### src/rtl/cross_clock_enable_sequencer.sv
// Turns a synchronized enable level into a start/stop transaction with done/timeout tracking and a 4-phase ack level.
// Optional completed-transaction counter: define CROSS_CLOCK_ENABLE_SEQ_STATS_EN.
module cross_clock_enable_sequencer #(
    parameter int          TIMEOUT_WIDTH = 16,
    parameter int unsigned TIMEOUT       = 16'hFFFF
) (
    input  logic        out_clk,
    input  logic        rst,
    input  logic        in_en_sync,
    input  logic        done,
    output logic        start,
    output logic        stop,
    output logic        active,
    output logic        ack,
    output logic        error,
    output logic [15:0] xfer_count
);

    typedef enum logic [1:0] {
        IDLE,
        START,
        WAIT_DONE,
        ACK
    } state_t;

    localparam bit                       TIMEOUT_EN   = (TIMEOUT != 0);
    localparam logic [TIMEOUT_WIDTH-1:0] TIMEOUT_LAST = TIMEOUT_WIDTH'(TIMEOUT - 1);

    state_t                   state_q, state_d;
    logic                     enPrev_q;
    logic [TIMEOUT_WIDTH-1:0] timer_q, timer_d;
    logic                     start_q, stop_q, active_q, ack_q, error_q;
    logic                     stop_d, error_d;
    logic                     rise;

    assign rise = in_en_sync & ~enPrev_q;

    // Outputs are registered from the next state, so start/ack line up with the state they announce.
    always_comb begin
        state_d = state_q;
        timer_d = timer_q;
        error_d = error_q;
        stop_d  = 1'b0;
        case (state_q)
            IDLE: begin
                if (rise) begin
                    state_d = START;
                    error_d = 1'b0;
                end
            end
            START: begin
                timer_d = '0;
                state_d = WAIT_DONE;
            end
            WAIT_DONE: begin
                timer_d = (&timer_q) ? timer_q : timer_q + 1'b1;
                if (done) begin
                    state_d = ACK;
                end else if (!in_en_sync) begin
                    stop_d  = 1'b1;
                    state_d = IDLE;
                end else if (TIMEOUT_EN && (timer_q == TIMEOUT_LAST)) begin
                    error_d = 1'b1;
                    state_d = ACK;
                end
            end
            ACK: begin
                if (!in_en_sync) begin
                    state_d = IDLE;
                end
            end
            default: state_d = IDLE;
        endcase
    end

    // en_prev resets high so an enable already asserted out of reset never launches a transaction.
    always_ff @(posedge out_clk) begin
        if (rst) begin
            state_q  <= IDLE;
            enPrev_q <= 1'b1;
            timer_q  <= '0;
            start_q  <= 1'b0;
            stop_q   <= 1'b0;
            active_q <= 1'b0;
            ack_q    <= 1'b0;
            error_q  <= 1'b0;
        end else begin
            state_q  <= state_d;
            enPrev_q <= in_en_sync;
            timer_q  <= timer_d;
            start_q  <= (state_d == START);
            stop_q   <= stop_d;
            active_q <= (state_d == START) || (state_d == WAIT_DONE);
            ack_q    <= (state_d == ACK);
            error_q  <= error_d;
        end
    end

    assign start  = start_q;
    assign stop   = stop_q;
    assign active = active_q;
    assign ack    = ack_q;
    assign error  = error_q;

`ifdef CROSS_CLOCK_ENABLE_SEQ_STATS_EN
    logic [15:0] count_q;

    always_ff @(posedge out_clk) begin
        if (rst) begin
            count_q <= '0;
        end else if ((state_q == WAIT_DONE) && done) begin
            count_q <= count_q + 16'd1;
        end
    end

    assign xfer_count = count_q;
`else
    assign xfer_count = 16'h0000;
`endif

endmodule

### config.mk
export PLATFORM = sky130hd
export DESIGN_NAME = cross_clock_enable_sequencer
export DESIGN_NICKNAME = d
export VERILOG_FILES = /design/src/rtl/cross_clock_enable_sequencer.sv
export SDC_FILE = /design/constraint.sdc
export NUM_CORES = 1
export LEC_CHECK = 0
export ABC_AREA = 1
export CAP_MARGIN = 15
export CELL_PAD_IN_SITES_DETAIL_PLACEMENT = 0
export CELL_PAD_IN_SITES_GLOBAL_PLACEMENT = 1
export CORE_MARGIN = 5
export CORE_UTILIZATION = 39
export CTS_BUF_LIST = sky130_fd_sc_hd__clkbuf_16
export CTS_CLUSTER_DIAMETER = 150
export DETAILED_ROUTE_END_ITERATION = 16
export GPL_TIMING_DRIVEN = 0
export PLACE_DENSITY = 0.9
export SLEW_MARGIN = 10
export SYNTH_ARGS = -nofsm -noshare
export SYNTH_HDL_FRONTEND = slang
export SYNTH_SLANG_ARGS = --single-unit
export TNS_END_PERCENT = 30
### constraint.sdc
create_clock -name out_clk -period 4.3 [get_ports out_clk]
set_input_delay 0.645 -clock out_clk [delete_from_list [all_inputs] [get_ports out_clk]]
set_output_delay 0.645 -clock out_clk [all_outputs]
set_load 0.01 [all_outputs]
==> Yosys cells after proc, flatten, opt, wreduce, memory -nomap -nowiden <==
Index checks and enable logic that the tools add are counted.
{ "totals": {"reg_bits": 24, "output_inout_bits": 21, "inputBits": 4, "wordCells": 46} }
{ "classes": {"n_eq_ne": 12, "reduce_logical": 8, "add_sub_neg": 1, "muxes": 14, "bitwise_logic": 3} }
{ "ops": {"columns": ["operator", "n"], "rows": [
  ["case mux 16 bit (2 select lines)", 1],
  ["adder 16 x 1 -> 16 bit, second input constant", 1],
  ["== test 16 bit, second input constant", 1],
  ["two-way mux 16 bit", 1],
  ["AND reduction 16 bit", 1],
  ["two-way mux 2 bit", 5],
  ["!= test 2 bit, second input constant", 5],
  ["== test 2 bit, second input constant", 4],
  ["case mux 2 bit (4 select lines)", 1],
  ["two-way mux 1 bit", 5],
  ["AND reduction 5 bit", 1],
  ["== test 2 x 1 -> 1 bit, second input constant", 2],
  ["nonzero test 2 bit", 2],
  ["OR reduction 3 bit", 1],
  ["zero test 2 bit", 1],
  ["inverter 1 bit", 2],
  ["case mux 1 bit (2 select lines)", 1],
  ["AND reduction 2 bit", 1],
  ["AND 1 bit", 1],
  ["logical OR 1 bit", 1]
]} }

==> Depth between registers and ports, before layout <==
{ "logic_depth": {"depth_word": 7, "mapped_depth": 11} }

==> Worst setup path after synthesis <==
No wires, ideal clock.
{ "synth_timing": {"kind": "flip-flop to flip-flop", "startpoint": "register state_q[1]", "endpoint": "register active_q (netlist: active)", "required_time_ns": 4.234, "arrival_time_ns": 1.356, "stages_incl_launch_ff": 11, "slack_ns": 2.878, "setup_time_ns": 0.066, "path_cell_list": "dfxtp_1 inv_1 nor2_2 inv_1 nand2_1 inv_1 nand2_1 inv_1 nor2_1 ha_1 nor2_1"} }
{ "synth_between": {"elab_cells_between_ends": 13} }
{ "synth_rtl": {"columns": ["item", "line", "text"], "rows": [
  ["from (decl)", "29", "state_t state_q, state_d;"],
  ["from (signal assigned)", "88", "state_q <= state_d;"],
  ["== test 2 bit (tied with other cells)", "44", "case (state_q)"],
  ["case mux 2 bit (4 select lines) (*)", "44", null],
  ["named net state_d[0]", "29", null],
  ["== test 2 x 1 -> 1 bit / == test 2 bit (equally long branches)", "93", "active_q <= (state_d == START) || (state_d == WAIT_DONE);"],
  ["logical OR 1 bit (*)", "93", null],
  ["to (signal assigned)", "93", null],
  ["to (decl)", "32", "logic start_q, stop_q, active_q, ack_q, error_q;"]
]} }
The timed path passes the listed nets; every way through them passes the cells marked *.
A chain may end at the register's enable or synchronous reset.

==> Worst setup path after layout <==
{ "layout_timing": {"startpoint": "input in_en_sync", "endpoint": "register active_q (netlist: active)"} }
{ "layout_between": {"elab_chain_len": 5, "elab_cells_between_ends": 9} }
{ "layout_lines": {"columns": ["item", "line", "text"], "rows": [
  ["from (decl)", "9", "input logic in_en_sync,"],
  ["two-way mux 2 bit / AND 1 bit (equally long branches)", "59, 36", null],
  ["two-way mux 2 bit, on equally long branches", "57, 46", null],
  ["case mux 2 bit (4 select lines) (*)", "44", null],
  ["named net state_d[0]", "29", null],
  ["== test 2 x 1 -> 1 bit / == test 2 bit (equally long branches)", "93", null],
  ["logical OR 1 bit (*)", "93", null]
]} }
Marked as above.

==> results.yml <==
outcome:
  status: "completed"
pwr:
  ir_worst_vdd_mv: 0.217
  leakage_nw: 0.697
  power.density_nw_per_um2: 295
setup_path:
  path_class: "in -> reg"
  cp.required_ns: 4.49
  critPathLaunchType: "primary input"
  slowest_stage: "clkdlybuf4s50_1"
  crit_chain: "clkdlybuf4s50_1 > nand3b_1 > nand2_1 > inv_1 > nand2_1 > inv_1 > nor2_1 > ha_1 > nor2_1"
  cp.arrival_ns: 2.00
  worst-path-max-fanout: 6
  crit_family: "buffers and inverters"
  critPathCaptureType: "flip-flop"
  cp_num_buf_inv: 3
  slowest_delay_ns: 0.57
synth:
  synth-seq-cells: 24
  synthTopCellsByArea: "dfxtp_1 34%, nand2_1 10%, nand3_1 8.6%"
  synth_cells: 208
  synth.distinct_cells: 26
  yosysSeqAreaShare_pct: 34.4
  yosys_warnings: 0
  syn_area_per_cell_sq_um: 6.71
  synth_top_area_cell: "dfxtp_1"
  synth_top_area_share_pct: 34.4
  syn-cell-area_sq_um: 1400
floorplan:
  rows: 21
  core_area_sq_um: 3390
  fp.dieW_um: 69.8
  die_h_um: 69.8
  die_area_sq_um: 4870
  start_util_pct: 41.2
  io_pins: 25
global_route:
  grt_pass1_wl_um: 5140
  grt_max_degree: 13
  gr-total-overflow: 0
  antenna_found_initial: 0
  first_global_vias: 1151
  grt_use_total_pct: 12.7
clock_network:
  cts_resized: 0
  clkTransAtPathRegs_ns: 0.06
  post_cts_buffers: 0
  numCtsBuffers: 3
  h-tree-depth: 1
  cts.sinks: 24
  insertion_delay_ns: 0.25
  postCtsHoldBufs: 0
  cts_tree: "done"
  cts_root_buffer: "clkbuf_16"
  cts_buffer_depth: 2
sta:
  final.setup.tns_ns: 0
  setup_viol: 0
  min_period_ns: 1.81
  tightestPinTransition_ns: 0.506
  finalClockSkew_ns: 0.00192
  fmax_mhz: 553
  hold_violations: 0
  finalCritPeriodShare_pct: 42.1
  slew_headroom_pct: 66.3
  rsz0062_at_grt: "false"
  maxSlewViolCount: 0
finish:
  drive_above_1_share_pct: 13.2
  final_area_sq_um: 1660
  diodes: 0
  final_cell_mix: "39 x nand2_1, 30 x nor2_1, 24 x nand3_1, 24 x dfxtp_1, 23 x inv_1"
  syn2layout_area_growth_pct: 19.3
  fin_nets: 243
  final_cells: 280
  fillers: 332
  seq_area_sq_um: 480
  multi_input_area_sq_um: 737
  layout_commonest_cell: "nand2_1"
placement:
  portBuffers: 8
  dpl.hpwl_um: 2160
  place_inst: 277
  globalplace.congestion: 0.875
  dpl_cell_area_sq_um: 1590
routing:
  ant_nets: 0
  drc: 0
  drtIter0Drc: 60
  vias_per_cell: 4.40
  routedWlPerCell_um: 10.2
  via_count: 1233
  wirelength_um: 2850
  dr.pass1.iters: 4
worst_hold_path:
  hp-class: "reg -> reg"
flow_run:
  max_cap_viol_count: 0
-- sequential cells by signal (all words and copies together), names as in the netlist --
register	count
state_q	2
start	1
stop	1
active	1
timer_q	16
error	1
ack	1
enPrev_q	1
-- path summary, 6_finish.rpt --
| check | endpoint | slack [ns] | cells after the start | startpoint |
|---|---|---|---|---|
| hold / removal | error | 0.49 | 2 | error |
| setup / recovery | active | 2.49 | 9 | in_en_sync |
| setup reg to reg | active | 2.58 | 10 | state_q[1] |
| hold reg to reg | error | 0.49 | 2 | error |
-- per-layer routing --
metal	vias up	GRT usage [%]	part of all wire [%]
met3	4	4.20	6.2
met4	0	2.55	1.2
met1	518	15.8	48
li1	681	-	-
met5	-	0	0
met2	30	21.5	45
-- synth_stat cells --
cell type and instances:
buf_4 16, nor2_4 1, a21oi_1 13, ha_1 3, buf_2 1, nand3b_1 1, nand2_2 2, nand4_1 2
a21boi_0 2, o21bai_1 1, nand3_1 24, nor2_2 1, buf_6 1, o21ai_0 6, clkbuf_1 2, nand2_1 39
conb_1 1, o21ai_4 1, inv_1 23, o211ai_1 2, nor3_1 6, dfxtp_1 24, and2_1 1, or2_2 4
inv_2 1, nor2_1 30
-- per-stage QoR --
| stage | hold slack [ns] | setup WS (ns) | power [mW] | utilization [%] |
|---|---|---|---|---|
| 2_1_floorplan | 0.469 | 2.88 | 0.281 | - |
| 3_3_place_gp | 0.466 | 2.21 | 0.299 | 46.9 |
| 3_5_place_dp | 0.481 | 2.26 | 0.299 | 46.9 |
| 4_1_cts | 0.495 | 2.51 | 0.497 | 49.1 |
| 5_1_grt | 0.520 | 2.39 | 0.517 | 49.1 |
| 6_report | 0.492 | 2.49 | 0.491 | 49.1 |
-- cell type report --
| type | instances | share of cell area (%) |
|---|---|---|
| Clock buffer | 3 | 4.51 |
| Buffer | 20 | 8.65 |
| Inverter | 24 | 5.41 |
| Multi-Input combinational cell | 155 | 44.3 |
| Tap cell | 46 | 3.46 |
| Sequential cell | 24 | 28.9 |
| Timing Repair Buffer | 8 | 4.81 |
-- report_power, final --
group          internal, mW  switching, mW
clock network         0.123         0.0740
logic                0.0262         0.0380
registers             0.227        0.00267
-- tightest hold or removal path, stage by stage (launching register included) --
cell and delay [ns]:
dfxtp_1 0.33, a21oi_1 0.04, nor2_1 0.08
-- kinds of logic after synthesis --
| family | synth area share [%] |
|---|---|
| and+or+nand+nor | 35.2 |
| AOI/OAI and AO/OA | 10.7 |
| other | 0.269 |
| DFF | 34.4 |
| adders and majority gates | 2.69 |
| buffers and inverters | 16.8 |
Power figures use the tool's default switching activity.
==> edit 1, RTL diff (same flow settings) <==
Put one more register stage on the output `error`, without a reset. The value now appears one clock later. The other outputs are not delayed to match.
--- a/src/rtl/cross_clock_enable_sequencer.sv
+++ b/src/rtl/cross_clock_enable_sequencer.sv
@@ -101,5 +101,7 @@
     assign active = active_q;
     assign ack    = ack_q;
-    assign error  = error_q;
+    always_ff @(posedge out_clk) begin
+        error <= error_q;
+    end
 
 `ifdef CROSS_CLOCK_ENABLE_SEQ_STATS_EN
Formal check against the unedited RTL: same outputs for any inputs over 10 cycles, from zero or initial values and one cycle with rst high; that may be too few to reach the edited logic, so the function may still have changed.
==> edit 1 against the unedited design <==
Global-route usage shrank 0.057 points; core utilization grew 0.32 points; clock skew grew 0.0050 ns; non-clock buffer count is the same; wire length grew 4.9%; synthesized cell count grew 0.48%; setup slack lost 0.033 ns; sequential power grew 4%; final area grew 1.4%; die area grew 1.2%; sequential cell count grew 1; total power grew 3.1%; via count grew 2.6%; synthesized area grew 1.4%; largest cell class unchanged.
==> edit 1: results (changes against the unedited design) <==
Status = finished, final reports clean (unchanged)
Synthesized flop and latch total = 25 (was 24)
Met2 Routed Length = 1.284 mm (was 1.281 mm)
DP Worst Slack = 2.220 ns (was 2.261 ns)
Post-synth top cells = nand2_1 (39), nor2_1 (30), dfxtp_1 (25) (was nand2_1 (39), nor2_1 (30), dfxtp_1 (24), nand3_1 (24), inv_1 (23))
GP Congestion = 0.8859 (was 0.8748)
Finished Cell Area = 1688 um^2 (was 1664 um^2)
Met3 wire len = 179 um (was 177 um)
Share of cells above drive strength 1 = 13.14% (was 13.25%)
Clock skew = 0.006878 ns (was 0.001924 ns)
NonClk Buf Share = 13.27% (was 13.46%)
Post-route insts no fill = 282 (was 280)
HPWL after DPL = 2.350 mm (was 2.162 mm)
Largest net degree at the start of global routing = 14 (was 13)
Global-route wire length before repair = 5.119 mm (was 5.140 mm)
Fraction of area in registers = 29.65% (was 28.87%)
Post-synthesis compound-gate area fraction = 10.52% (was 10.67%)
Placed Area = 1609 um^2 (was 1589 um^2)
Fill cell count = 384 (was 332)
Worst skew pair latency = 0.26 ns
Routed met1 length = 1.486 mm (was 1.356 mm)
Clock-cell share = 4.670% (was 4.511%)
Worst path max stage delay = 0.59 ns (was 0.57 ns)
GR Layer Usage met1 = 18.31% (was 15.77%)
Leak pwr = 0.0007105 uW (was 0.0006971 uW)
Met2 Track Usage GR = 18.40% (was 21.51%)
Crit path DAT = 2.03 ns (was 2.00 ns)
Final nets = 244 (was 243)
Drt initial violations = 90 (was 60)
Vias = 1265 (was 1233)
Syn Inst Count = 209 (was 208)
Fraction of area in multi-input gates = 43.66% (was 44.29%)
Adder-cell share of the synthesized area = 2.653% (was 2.691%)
Max IR drop VDD = 0.1251 mV (was 0.2168 mV)
Synth area leaders = dfxtp_1 (35%), nand2_1 (10%), nand3_1 (8.5%) (was dfxtp_1 (34%), nand2_1 (10%), nand3_1 (8.6%))
[edit 1: cell count changes after synthesis, sizes merged]
cell,before,now
dfxtp,24,25
[edit 1: worst register-to-register path, stage by stage (launching register included)]
cell and delay [ns]:
dfxtp_1 0.38, ha_1 0.19, nand2_1 0.11, nor2_4 0.15, nand2_2 0.11, o21ai_4 0.25, buf_6 0.18, nand3_1 0.07
a21oi_1 0.17
[edit 1: final timing paths]
path                            slack [ns]                       to               startpoint  cells after the start
worst max-delay path                  2.46        active$_SDFF_PP0_               in_en_sync                      9
worst min-delay path                  0.36            error$_DFF_P_     error_q$_SDFFE_PP0P_                      0
worst max register to register        2.61  timer_q[3]$_SDFFE_PP0P_  timer_q[1]$_SDFFE_PP0P_                      8
worst min register to register        0.36            error$_DFF_P_     error_q$_SDFFE_PP0P_                      0
[edit 1: report_power, final]
part           internal, uW  switching, uW
sequential              237           2.52
combinational          26.3           38.0
clock                   124           78.5
total                   387            119
==> edit 2, RTL diff (same settings) <==
Without the edit above. Add a define of `CROSS_CLOCK_ENABLE_SEQ_STATS_EN`.
--- a/src/rtl/cross_clock_enable_sequencer.sv
+++ b/src/rtl/cross_clock_enable_sequencer.sv
@@ -1,4 +1,6 @@
 // Turns a synchronized enable level into a start/stop transaction with done/timeout tracking and a 4-phase ack level.
 // Optional completed-transaction counter: define CROSS_CLOCK_ENABLE_SEQ_STATS_EN.
+`define CROSS_CLOCK_ENABLE_SEQ_STATS_EN
+
 module cross_clock_enable_sequencer #(
     parameter int          TIMEOUT_WIDTH = 16,
Function: changed (a bounded check fails within 10 cycles, from zero or initial values and one cycle with rst high).
==> edit 2 against the unedited design <==
Total power increased by 62%; core utilization decreased by 0.49 points; sequential share of layout area increased by 1.2 points; first-iteration DRC count increased by 23%; sequential cell count increased by 16; setup slack got worse by 0.24 ns; non-clock buffer count increased by 3; critical path depth decreased by 5; final area increased by 60%; fmax decreased by 12%; wire length increased by 78%; synthesized area increased by 57%.
==> edit 2: results (changes against the unedited design) <==
Synth area leaders = dfxtp_1 (37%), nand2_1 (14%), inv_1 (9.1%) (was dfxtp_1 (34%), nand2_1 (10%), nand3_1 (8.6%))
Post-route insts no fill = 439 (was 280)
Status = finished, final reports clean (unchanged)
Post-synth top flop = dfxtp_1 (unchanged)
Placed Area = 2521 um^2 (was 1589 um^2)
Synth Area in XOR/XNOR = 1.199% (was 0%)
IO buf count = 24 (was 8)
Max IR drop VDD = 0.1514 mV (was 0.2168 mV)
Num CTS Buffers = 5 (was 3)
Largest net degree at the start of global routing = 13 (unchanged)
Leak pwr = 0.001015 uW (was 0.0006971 uW)
Global-route wire length before repair = 9.018 mm (was 5.140 mm)
Dpl cells = 431 (was 277)
WL final = 5.071 mm (was 2.851 mm)
HPWL after DPL = 3.678 mm (was 2.162 mm)
Worst skew pair latency = 0.28 ns (was 0.25 ns)
Clock skew = 0.005795 ns (was 0.001924 ns)
Syn_area_per_cell = 6.540 um^2 (was 6.707 um^2)
CTS Root Cell = clkbuf_16 (unchanged)
Worst path max stage delay = 0.50 ns (was 0.57 ns)
Clock Pin Slew Worst Setup and Hold Paths = 0.05 ns
GRT Total Usage = 15.11% (was 12.74%)
Post-synth top cells = nand2_1 (83), inv_1 (53), nor2_1 (45) (was nand2_1 (39), nor2_1 (30), dfxtp_1 (24), nand3_1 (24), inv_1 (23))
Post-synthesis compound-gate area fraction = 13.08% (was 10.67%)
Depth of the CTS H-tree = 2 (was 1)
Post-synthesis cell type count = 30 (was 26)
Switching share of total power = 23.48% (was 23.34%)
Crit-path slowest cell = clkbuf_1 (was clkdlybuf4s50_1)
Sequential area share after synthesis = 36.55% (was 34.44%)
Drt initial violations = 74 (was 60)
Total iterations of the first detailed-routing run = 4 (unchanged)
Max FO, Critical Path = 10 (was 6)
Vias = 2072 (was 1233)
Crit path DAT = 2.18 ns (was 2.00 ns)
GP Congestion = 0.7944 (was 0.8748)
Final nets = 374 (was 243)
Adder-cell share of the synthesized area = 2.284% (was 2.691%)
Share of cells above drive strength 1 = 7.357% (was 13.25%)
Worst-margin pin slew = 0.5760 ns (was 0.5059 ns)
[edit 2: power by group through the flow]
| stage | logic, uW | registers (uW) | clock network (uW) |
|---|---|---|---|
| final | 64.0 | 381 | 353 |
| after global routing | 72.4 | 382 | 376 |
| after CTS | 65.1 | 381 | 363 |
| after detailed placement | 64.8 | 390 | 0 |
| after global placement | 63.9 | 389 | 0 |
| after floorplan | 38.4 | 390 | 0 |
[edit 2: cell type report]
cell class	instances	area, um^2
clock buffer	5	125.1
buffer	7	42.54
inverter	54	202.7
fill	581	2813
tap	72	90.09
clock inverter	3	13.76
timing repair buffer	24	240.2
sequential	40	800.8
multi-input combinational	234	1145
[edit 2: cell families after synthesis]
family	after synthesis
xor+xnor	3
fa+ha+maj	4
compound gates	52
simple gates	175
buf+inv	61
flops	40
[edit 2: metal layers]
metal / routed length (um) / GRT usage [%]
met1: 2425 / 18.80
met5: 0 / 0
met3: 152 / 3.301
met4: 39 / 4.173
met2: 2454 / 26.13
[edit 2: tightest hold or removal path, delay by kind of cell (launching register included)]
| family | cells | cell delay, ns |
|---|---|---|
| AO/OA/AOI/OAI | 1 | 0.06 |
| AND/OR/NAND/NOR | 1 | 0.06 |
| flip-flops | 1 | 0.31 |
[edit 2: stage by stage]
step	power (uW)	hold slack (ns)	util [%]	setup slack, ns
after detailed placement	454.4	0.4651	46.07	1.924
after floorplan	428.8	0.4422	-	2.837
after global routing	830.6	0.4973	48.61	2.120
after global placement	452.9	0.4527	46.07	1.925
after CTS	809.7	0.4742	48.61	2.220
final	798.2	0.4734	48.61	2.254
[edit 2: worst paths after layout]
kind | startpoint | end | slack (ns) | cells past startpoint
setup reg to reg | timer_q[1]$_SDFFE_PP0P_ | timer_q[7]$_SDFFE_PP0P_ | 2.66 | 8
hold / removal | timer_q[14]$_SDFFE_PP0P_ | timer_q[14]$_SDFFE_PP0P_ | 0.47 | 2
setup / recovery | rst | active$_SDFF_PP0_ | 2.25 | 4
hold reg to reg | timer_q[14]$_SDFFE_PP0P_ | timer_q[14]$_SDFFE_PP0P_ | 0.47 | 2
